`src/rtl/comparador_serial.sv`:
```
`default_nettype none
// ============================================================================
// Module   : comparador_serial
// Brief    : Serial cascadable magnitude comparator. It compares one slice per
//            clock, starting at the MSB slice, and stops at the first unequal
//            slice. Define SIGNED_CMP_EN for a two's-complement compare.
// Revision : 1.0 - initial release
// ============================================================================
module comparador_serial #(
  parameter int WIDTH = 32,
  parameter int SLICE = 4
) (
  input  logic             clk,
  input  logic             rst_n,
  input  logic             start,
  input  logic [WIDTH-1:0] A,
  input  logic [WIDTH-1:0] B,
  input  logic             G_IN,
  input  logic             L_IN,
  input  logic             E_IN,
  output logic             busy,
  output logic             done,
  output logic             G,
  output logic             L,
  output logic             E
);

  localparam int c_N  = WIDTH / SLICE;
  localparam int c_IW = (c_N > 1) ? $clog2(c_N) : 1;
  localparam logic [c_IW-1:0] c_LAST = c_IW'(c_N - 1);
  localparam logic [c_IW-1:0] c_ONE  = c_IW'(1);

  generate
    if (SLICE < 1 || WIDTH < SLICE || (WIDTH % SLICE) != 0) begin : g_param_check
      $error("comparador_serial: WIDTH must be a positive multiple of SLICE");
    end
  endgenerate

  typedef enum logic [0:0] {
    S_IDLE = 1'b0,
    S_CMP  = 1'b1
  } state_t;

  state_t           r_state;
  state_t           w_state_nxt;
  logic [WIDTH-1:0] r_a;
  logic [WIDTH-1:0] r_b;
  logic             r_gin;
  logic             r_lin;
  logic             r_ein;
  logic [c_IW-1:0]  r_idx;
  logic             r_done;
  logic             r_g;
  logic             r_l;
  logic             r_e;

  logic [SLICE-1:0] w_sa;
  logic [SLICE-1:0] w_sb;
  logic             w_ld;
  logic             w_fin;
  logic             w_dec;
  logic             w_g_nxt;
  logic             w_l_nxt;
  logic             w_e_nxt;

  // The slice under test. In signed mode, flipping the sign bit of the MSB
  // slice turns a two's-complement order into an unsigned order.
  always_comb begin
    w_sa = r_a[int'(r_idx)*SLICE +: SLICE];
    w_sb = r_b[int'(r_idx)*SLICE +: SLICE];
`ifdef SIGNED_CMP_EN
    if (r_idx == c_LAST) begin
      w_sa[SLICE-1] = ~w_sa[SLICE-1];
      w_sb[SLICE-1] = ~w_sb[SLICE-1];
    end
`endif
  end

  always_ff @(posedge clk or negedge rst_n) begin
    if (!rst_n) begin
      r_state <= S_IDLE;
    end else begin
      r_state <= w_state_nxt;
    end
  end

  always_comb begin
    w_state_nxt = r_state;
    w_ld        = 1'b0;
    w_fin       = 1'b0;
    w_dec       = 1'b0;
    w_g_nxt     = r_gin;
    w_l_nxt     = r_lin;
    w_e_nxt     = r_ein;
    case (r_state)
      S_IDLE: begin
        if (start) begin
          w_ld        = 1'b1;
          w_state_nxt = S_CMP;
        end
      end
      S_CMP: begin
        if (w_sa != w_sb) begin
          w_g_nxt     = (w_sa > w_sb);
          w_l_nxt     = (w_sa < w_sb);
          w_e_nxt     = 1'b0;
          w_fin       = 1'b1;
          w_state_nxt = S_IDLE;
        end else if (r_idx == '0) begin
          w_fin       = 1'b1;
          w_state_nxt = S_IDLE;
        end else begin
          w_dec = 1'b1;
        end
      end
      default: w_state_nxt = S_IDLE;
    endcase
  end

  always_ff @(posedge clk or negedge rst_n) begin
    if (!rst_n) begin
      r_a    <= '0;
      r_b    <= '0;
      r_gin  <= 1'b0;
      r_lin  <= 1'b0;
      r_ein  <= 1'b0;
      r_idx  <= '0;
      r_done <= 1'b0;
      r_g    <= 1'b0;
      r_l    <= 1'b0;
      r_e    <= 1'b0;
    end else begin
      r_done <= w_fin;
      if (w_ld) begin
        r_a   <= A;
        r_b   <= B;
        r_gin <= G_IN;
        r_lin <= L_IN;
        r_ein <= E_IN;
        r_idx <= c_LAST;
      end else if (w_dec) begin
        r_idx <= r_idx - c_ONE;
      end
      // Results are held across later starts until the next completion.
      if (w_fin) begin
        r_g <= w_g_nxt;
        r_l <= w_l_nxt;
        r_e <= w_e_nxt;
      end
    end
  end

  assign busy = (r_state == S_CMP);
  assign done = r_done;
  assign G    = r_g;
  assign L    = r_l;
  assign E    = r_e;

endmodule
`default_nettype wire

```
`config.mk`:
```
export PLATFORM = sky130hd
export DESIGN_NAME = comparador_serial
export DESIGN_NICKNAME = d
export VERILOG_FILES = /design/src/rtl/comparador_serial.sv
export SDC_FILE = /design/constraint.sdc
export NUM_CORES = 1
export LEC_CHECK = 0
export CORE_MARGIN = 2
export CORE_UTILIZATION = 51
export CTS_CLUSTER_SIZE = 8
export DETAILED_ROUTE_END_ITERATION = 8
export PLACE_DENSITY_LB_ADDON = 0.3
export SYNTH_ARGS = -nofsm -noshare
export SYNTH_HDL_FRONTEND = slang
export SYNTH_SLANG_ARGS = --single-unit
```
`constraint.sdc`:
```
create_clock -name clk -period 3.5 [get_ports clk]
set_clock_uncertainty 0.1 [all_clocks]
set_input_delay 0.35 -clock clk [delete_from_list [all_inputs] [get_ports clk]]
set_output_delay 0.35 -clock clk [all_outputs]
set_load 0.03 [all_outputs]
```
==> results of run 1 <==
[cells by family (layout without fill, tap and decap cells)]
group                      after synthesis  count (layout)  synth area share
muxes                                   91              91             0.364
DFF                                     75              75             0.542
buffers and inverters                   18              99            0.0293
and+or+nand+nor                         15              15            0.0217
AOI/OAI and AO/OA                       10              10            0.0206
adders and majority gates                6               6            0.0217
[Yosys cell counts]
master	instances
a311o_1	1
buf_2	8
o21ai_0	4
clkbuf_1	3
inv_1	5
nand2b_1	1
dfrtp_1	75
a211oi_1	1
o31ai_1	1
mux2_2	70
or3_1	1
o221a_2	1
mux4_2	1
nor2b_1	3
o211ai_1	1
nand4_1	1
mux4_1	15
mux2_4	1
a21boi_0	1
ha_1	6
nor2_1	2
nand2_1	4
nand3_1	3
mux2i_1	4
buf_12	1
buf_6	1
[sequential cells by signal (all words and copies together) (netlist names)]
register,count
E,1
G,1
L,1
busy,1
done,1
r_a,32
r_b,32
r_ein,1
r_gin,1
r_idx,3
r_lin,1
[worst max-delay path: stages, from the launching register on]
cell and delay (ns):
dfrtp_1 0.36, buf_4 0.21, mux4_1 0.58, mux2_2 0.30
ha_1 0.33, nand4_1 0.20, o21ai_0 0.38, inv_1 0.10
o221a_2 0.27
[routing by layer]
layer	share of wire	vias up	track usage
met5	0	-	0
li1	-	965	-
met3	0.037	8	0.0352
met4	0.015	0	0.0923
met1	0.46	1043	0.284
met2	0.48	45	0.296
[worst max path at each step]
stage,startpoint,end,slack (ns),cells after the start
6_report,r_idx[0],G,0.55,8
5_1_grt,r_idx[1],G,0.31,7
4_1_cts,r_idx[1],G,0.57,7
3_5_place_dp,r_idx[1],G,0.58,7
3_3_place_gp,r_idx[1],G,0.68,7
2_1_floorplan,r_idx[0],G,0.86,9
[cells in the final DEF, fill, tap and decap left out, types with 3 or more instances in the layout]
master,n
buf_4,5
mux4_1,15
inv_1,5
o21ai_0,4
mux2i_1,4
clkbuf_8,13
ha_1,6
clkdlybuf4s50_1,73
nand2_1,4
mux2_2,70
dfrtp_1,75
nand3_1,3
[report_power, final]
group | internal [mW] | switching, mW | leakage (nW)
Clock | 0.335 | 0.284 | 0.0997
Combinational | 0.844 | 0.524 | 0.954
Sequential | 1.24 | 0.252 | 0.870
Total | 2.42 | 1.06 | 1.92
[per-stage QoR]
step                power, mW  cell area, sq um  cells
floorplan                2.47              3460    215
global placement         2.81              4250    360
detailed placement       2.88              4250    360
CTS                      3.51              4440    376
global route             3.71              4440    376
finish                   3.48              4440    376
[cell type report]
cell class / instances / area, sq um
fill: 499 / 2240
sequential: 75 / 1880
multi-input combinational: 122 / 1490
timing repair buffer: 78 / 768
clock buffer: 15 / 186
tap: 80 / 100
inverter: 5 / 18.8
clock inverter: 1 / 5.00
==> metrics.cfg, run 1 <==
[status]
status=completed

[cells_and_area]
area_growth_pct=28.5
utilization=0.665
drive_gt1_frac=0.314
diodes=0
layout.nets=367

[setup_path]
reg2reg_from=r_idx[0]
cp.required_ns=3.63
end_kind=register
crit_fanout=11
r2r_slack_ns=0.55
ff2ff_path_depth=8
critPathLaunchType=register
worstSetupPathType=register to register
r2r_end=G
crit_arrival_ns=3.08

[power_and_ir_drop]
irDropWorstVdd_v=0.000353
p_per_area_nw_per_um2=783
leakagePower_nw=1.92

[grt]
overflow=0
grt_max_degree=76
grt_pass1_vias=2172
antenna_found_initial=0
gr-usage-all-layers=0.198
grt_pass1_wl_um=11000

[logic_synthesis]
yosysTopAreaCellShare=0.542
ys_ff_latch=75
yosys-top-cells-area=dfrtp_1 54%, mux2_2 23%, mux4_1 11%
seq_area_frac_synth=0.542
yosysTopAreaCell=dfrtp_1
synth_nets=291
yosysUniqueCellTypes=26
yosys_warnings=0
syn-cell-area_sq_um=3460
syn_avg_cell_area_sq_um=16.1
synth_cells=215

[sta]
fin_setup_tns_ns=0
setup_viol=0
setup_slack_ns=0.552
finalCritPeriodShare=0.842
whs_ns=0.0583
final_hold_viol_count=0
fmax_mhz=339
worst_pin_slew_ns=0.909
relSlewSlack=0.394
finalMaxSlewViolations=0
fin_crit_ns=2.95
rsz0062_at_grt=false

[place]
dp_hpwl_um=4900
io_buffers=74
place.gp.congestion=0.763
place_ws_ns=0.579

[floorplan]
initial_utilization=0.518
die_y_um=86.4
fp-row-count=30
io_pins=75
core_area_sq_um=6680
die_x_um=86.4
fp.dieArea_sq_um=7460

[clock_tree]
numCtsBuffers=9
postCtsSetupBuffers=0
cts_sinks=75
clockRootBuffer=clkbuf_8
cts_buffer_depth=2
cts_max_level=3
cts.clk_slew.worst_paths_ns=0.08
cts_hold_buf=0
cts-resized-gates=0
cts_tree=built
clock_latency_ns=0.34

[detailed_routing]
wl_per_cell_um=17.7
firstDrtPassIters=4
num_vias=2061
ant_nets=0
viasPerCell=5.48
first_iter_violations=118
drc=0
routed_wl_um=6650

[run]
maxCapViolations=0

[min_path]
hp-class=primary input to async pin

No activity file was read; power rests on OpenSTA's default activity.
==> inputs of run 2 (changes only) <==
CORE_UTILIZATION = 46   (was 51)
clock period = 2.5 ns   (was 3.5 ns; I/O delays follow)
==> run 2 against run 1 <==
First-iteration DRC count decreased by 31%. Sequential cell count stayed put. Register-to-register slack got worse by 0.81 ns. Global-route usage decreased by 1.4 points. The flow now finishes with violations (negative setup slack). Clock power grew 58%. Design area is 7.2% higher. Non-clock buffer count up 13. Die area increased by 10%. Core utilization shrank 0.83 points. Combinational power up 96%. Count of clock-buffer cells in the layout decreased by 3. Sequential share of layout area decreased by 2.8 points.
==> metrics.cfg, run 2 (synthesis gave the netlist of run 1 again) <==
[cells_and_area]
multi_input_area_sq_um=1580  ; +6.4%
final_cell_mix=75 x dfrtp_1, 73 x clkdlybuf4s50_1, 67 x mux2_2
area_growth_pct=37.7
seq_area_sq_um=1880  ; unchanged
diodes=0  ; unchanged
top_regs=r_a (32), r_b (32), r_idx (3)
layoutNonFillerInstCount=408  ; +8.5%
fillers=546  ; +9.4%
final_common_cell=dfrtp_1
layout.nets=380  ; +3.5%
drive_gt1_frac=0.443  ; +0.129
design_area_sq_um=4760  ; +7.2%

[power_and_ir_drop]
p_per_area_nw_per_um2=1200  ; +54%
irDropWorstVdd_v=0.000462  ; +31%
leakagePower_nw=1.97  ; +2.6%

[floorplan]
die_y_um=90.7  ; +5.0%
die_x_um=90.7  ; +5.0%
core_area_sq_um=7250  ; +8.6%
initial_utilization=0.477  ; -0.0408
io_pins=75  ; unchanged
fp.dieArea_sq_um=8230  ; +10%
fp-row-count=31  ; +3.3%

[status]
status=finished with violations
violations=negative setup slack

[sta]
setup_slack_ns=-0.260  ; -0.813 ns
finalCritPeriodShare=1.10  ; +0.262
final_hold_viol_count=0  ; unchanged
finalMaxSlewViolations=0  ; unchanged
rsz0062_at_grt=true
setup_viol=7  ; +7
fmax_mhz=362  ; +6.8%
fin_crit_ns=2.76  ; -0.187 ns
relSlewSlack=0.372  ; -0.0221
worst_pin_slew_ns=0.942  ; +0.0332 ns

[place]
io_buffers=74  ; unchanged
place_ws_ns=-0.232  ; -0.810 ns
dpl_cell_area_sq_um=4360  ; +2.4%
placedCellCount=384  ; +6.7%
dp_hpwl_um=4680  ; -4.6%
place.gp.congestion=0.781  ; +2.3%

[clock_tree]
cts_sinks=75  ; unchanged
cts.clk_slew.worst_paths_ns=0.07  ; about the same
cts_buffer_depth=2  ; unchanged
cts_tree=built
clock_latency_ns=0.35  ; about the same
clockRootBuffer=clkbuf_8
numCtsBuffers=9  ; unchanged
cts_max_level=3  ; unchanged

[grt]
grt_pass1_vias=2243  ; +3.3%
gr-usage-all-layers=0.184  ; -0.0140
grt_max_degree=76  ; unchanged
overflow=0  ; unchanged
grt_pass1_wl_um=11500  ; +4.8%
antenna_found_initial=0  ; unchanged

[detailed_routing]
firstDrtPassIters=4  ; unchanged
num_vias=2141  ; +3.9%
wl_per_cell_um=17.6  ; -0.33%
drc=0  ; unchanged
viasPerCell=5.25  ; -4.3%
first_iter_violations=81  ; -31%
routed_wl_um=7190  ; +8.1%
ant_nets=0  ; unchanged

[setup_path]
crit_arrival_ns=2.89  ; -0.19 ns
critPathMaxStageDelay_ns=0.49  ; -0.09 ns
crit_chain=buf_6, buf_12, mux4_2, mux2_4, ha_4, nand4_1, or3_4, mux2_2
critPathLaunchType=register
end_kind=register
crit_fanout=5  ; -6
worstSetupPathType=register to register
cp.required_ns=2.63  ; -1.00 ns
cp_slowest_cell=mux4_2

[run]
maxCapViolations=0  ; unchanged

[min_path]
hp-class=primary input to register

-- run 2: changes by cell type in the layout (fill, tap and decap cells not counted), moves of 4 or more --
cell | previous run | this run
buf_6 | 0 | 4
ha_1 | 6 | 2
ha_4 | 0 | 4
mux2i_1 | 4 | 0
mux4_1 | 15 | 2
mux4_2 | 1 | 14
-- run 2: power by group --
group	switching, mW	internal [mW]
Sequential	0.338	1.73
Combinational	1.02	1.66
Clock	0.437	0.539
Total	1.80	3.93
-- run 2: final timing paths --
| check | start | endpoint | slack [ns] | depth (start not counted) |
|---|---|---|---|---|
| max | r_idx[0] | r_idx[0] | -0.26 | 8 |
| max in group asynchronous | rst_n | r_gin | 1.20 | 2 |
| min in group asynchronous | rst_n | r_a[30] | 0.48 | 2 |
| min | E_IN | r_ein | 0.36 | 3 |
| min reg2reg | r_b[18] | r_b[18] | 0.41 | 1 |
| max reg2reg | r_idx[0] | r_idx[0] | -0.26 | 8 |
-- run 2: critical path: cells and delay by family (launching register included) --
| family | cells | cell delay, ns |
|---|---|---|
| and+or+nand+nor | 2 | 0.59 |
| DFF | 1 | 0.38 |
| adders and majority gates | 1 | 0.27 |
| buffers and inverters | 2 | 0.24 |
| muxes | 3 | 1.07 |
-- run 2: cell type report --
cell class,count,share of cell area
flip-flops and latches,75,0.394
multi-input cells,122,0.332
repair buffers,91,0.199
clock buffers,12,0.0347
well taps,99,0.0260
clock inverters,4,0.00998
inverters,5,0.00394
-- run 2: what timing repair did --
| item | in CTS | in global routing |
|---|---|---|
| resized for setup | 36 | 9 |
| buffers inserted | 6 | 0 |
| pin swaps | 8 | 3 |
| cloned | 1 | 0 |
| hold buffers | 1 | 0 |
| endpoints found under the setup margin | 7 | 8 |
| hold endpoints to repair | 75 | 0 |
-- run 2: stage by stage --
step | hold slack, ns | total power, mW | utilization | setup TNS, ns
after floorplan | -0.146 | 3.47 | - | -0.237
after global placement | 0.349 | 4.10 | 0.601 | -0.610
after detailed placement | 0.349 | 4.17 | 0.601 | -0.957
after CTS | 0.356 | 5.65 | 0.651 | -0.725
after global routing | 0.394 | 6.06 | 0.657 | -1.73
final | 0.363 | 5.73 | 0.657 | -1.16
-- run 2: metal layers --
layer	global-route usage	vias up	part of all wire
li1	-	969	-
met2	0.293	52	0.50
met1	0.240	1106	0.45
met5	0	-	0
met3	0.0442	14	0.040
met4	0.0795	0	0.019
==> inputs of run 3 (changes only) <==
SLEW_MARGIN = 15   (was unset)
==> results of run 3 <==
Final layout, timing and power as in run 2 (identical DEF).
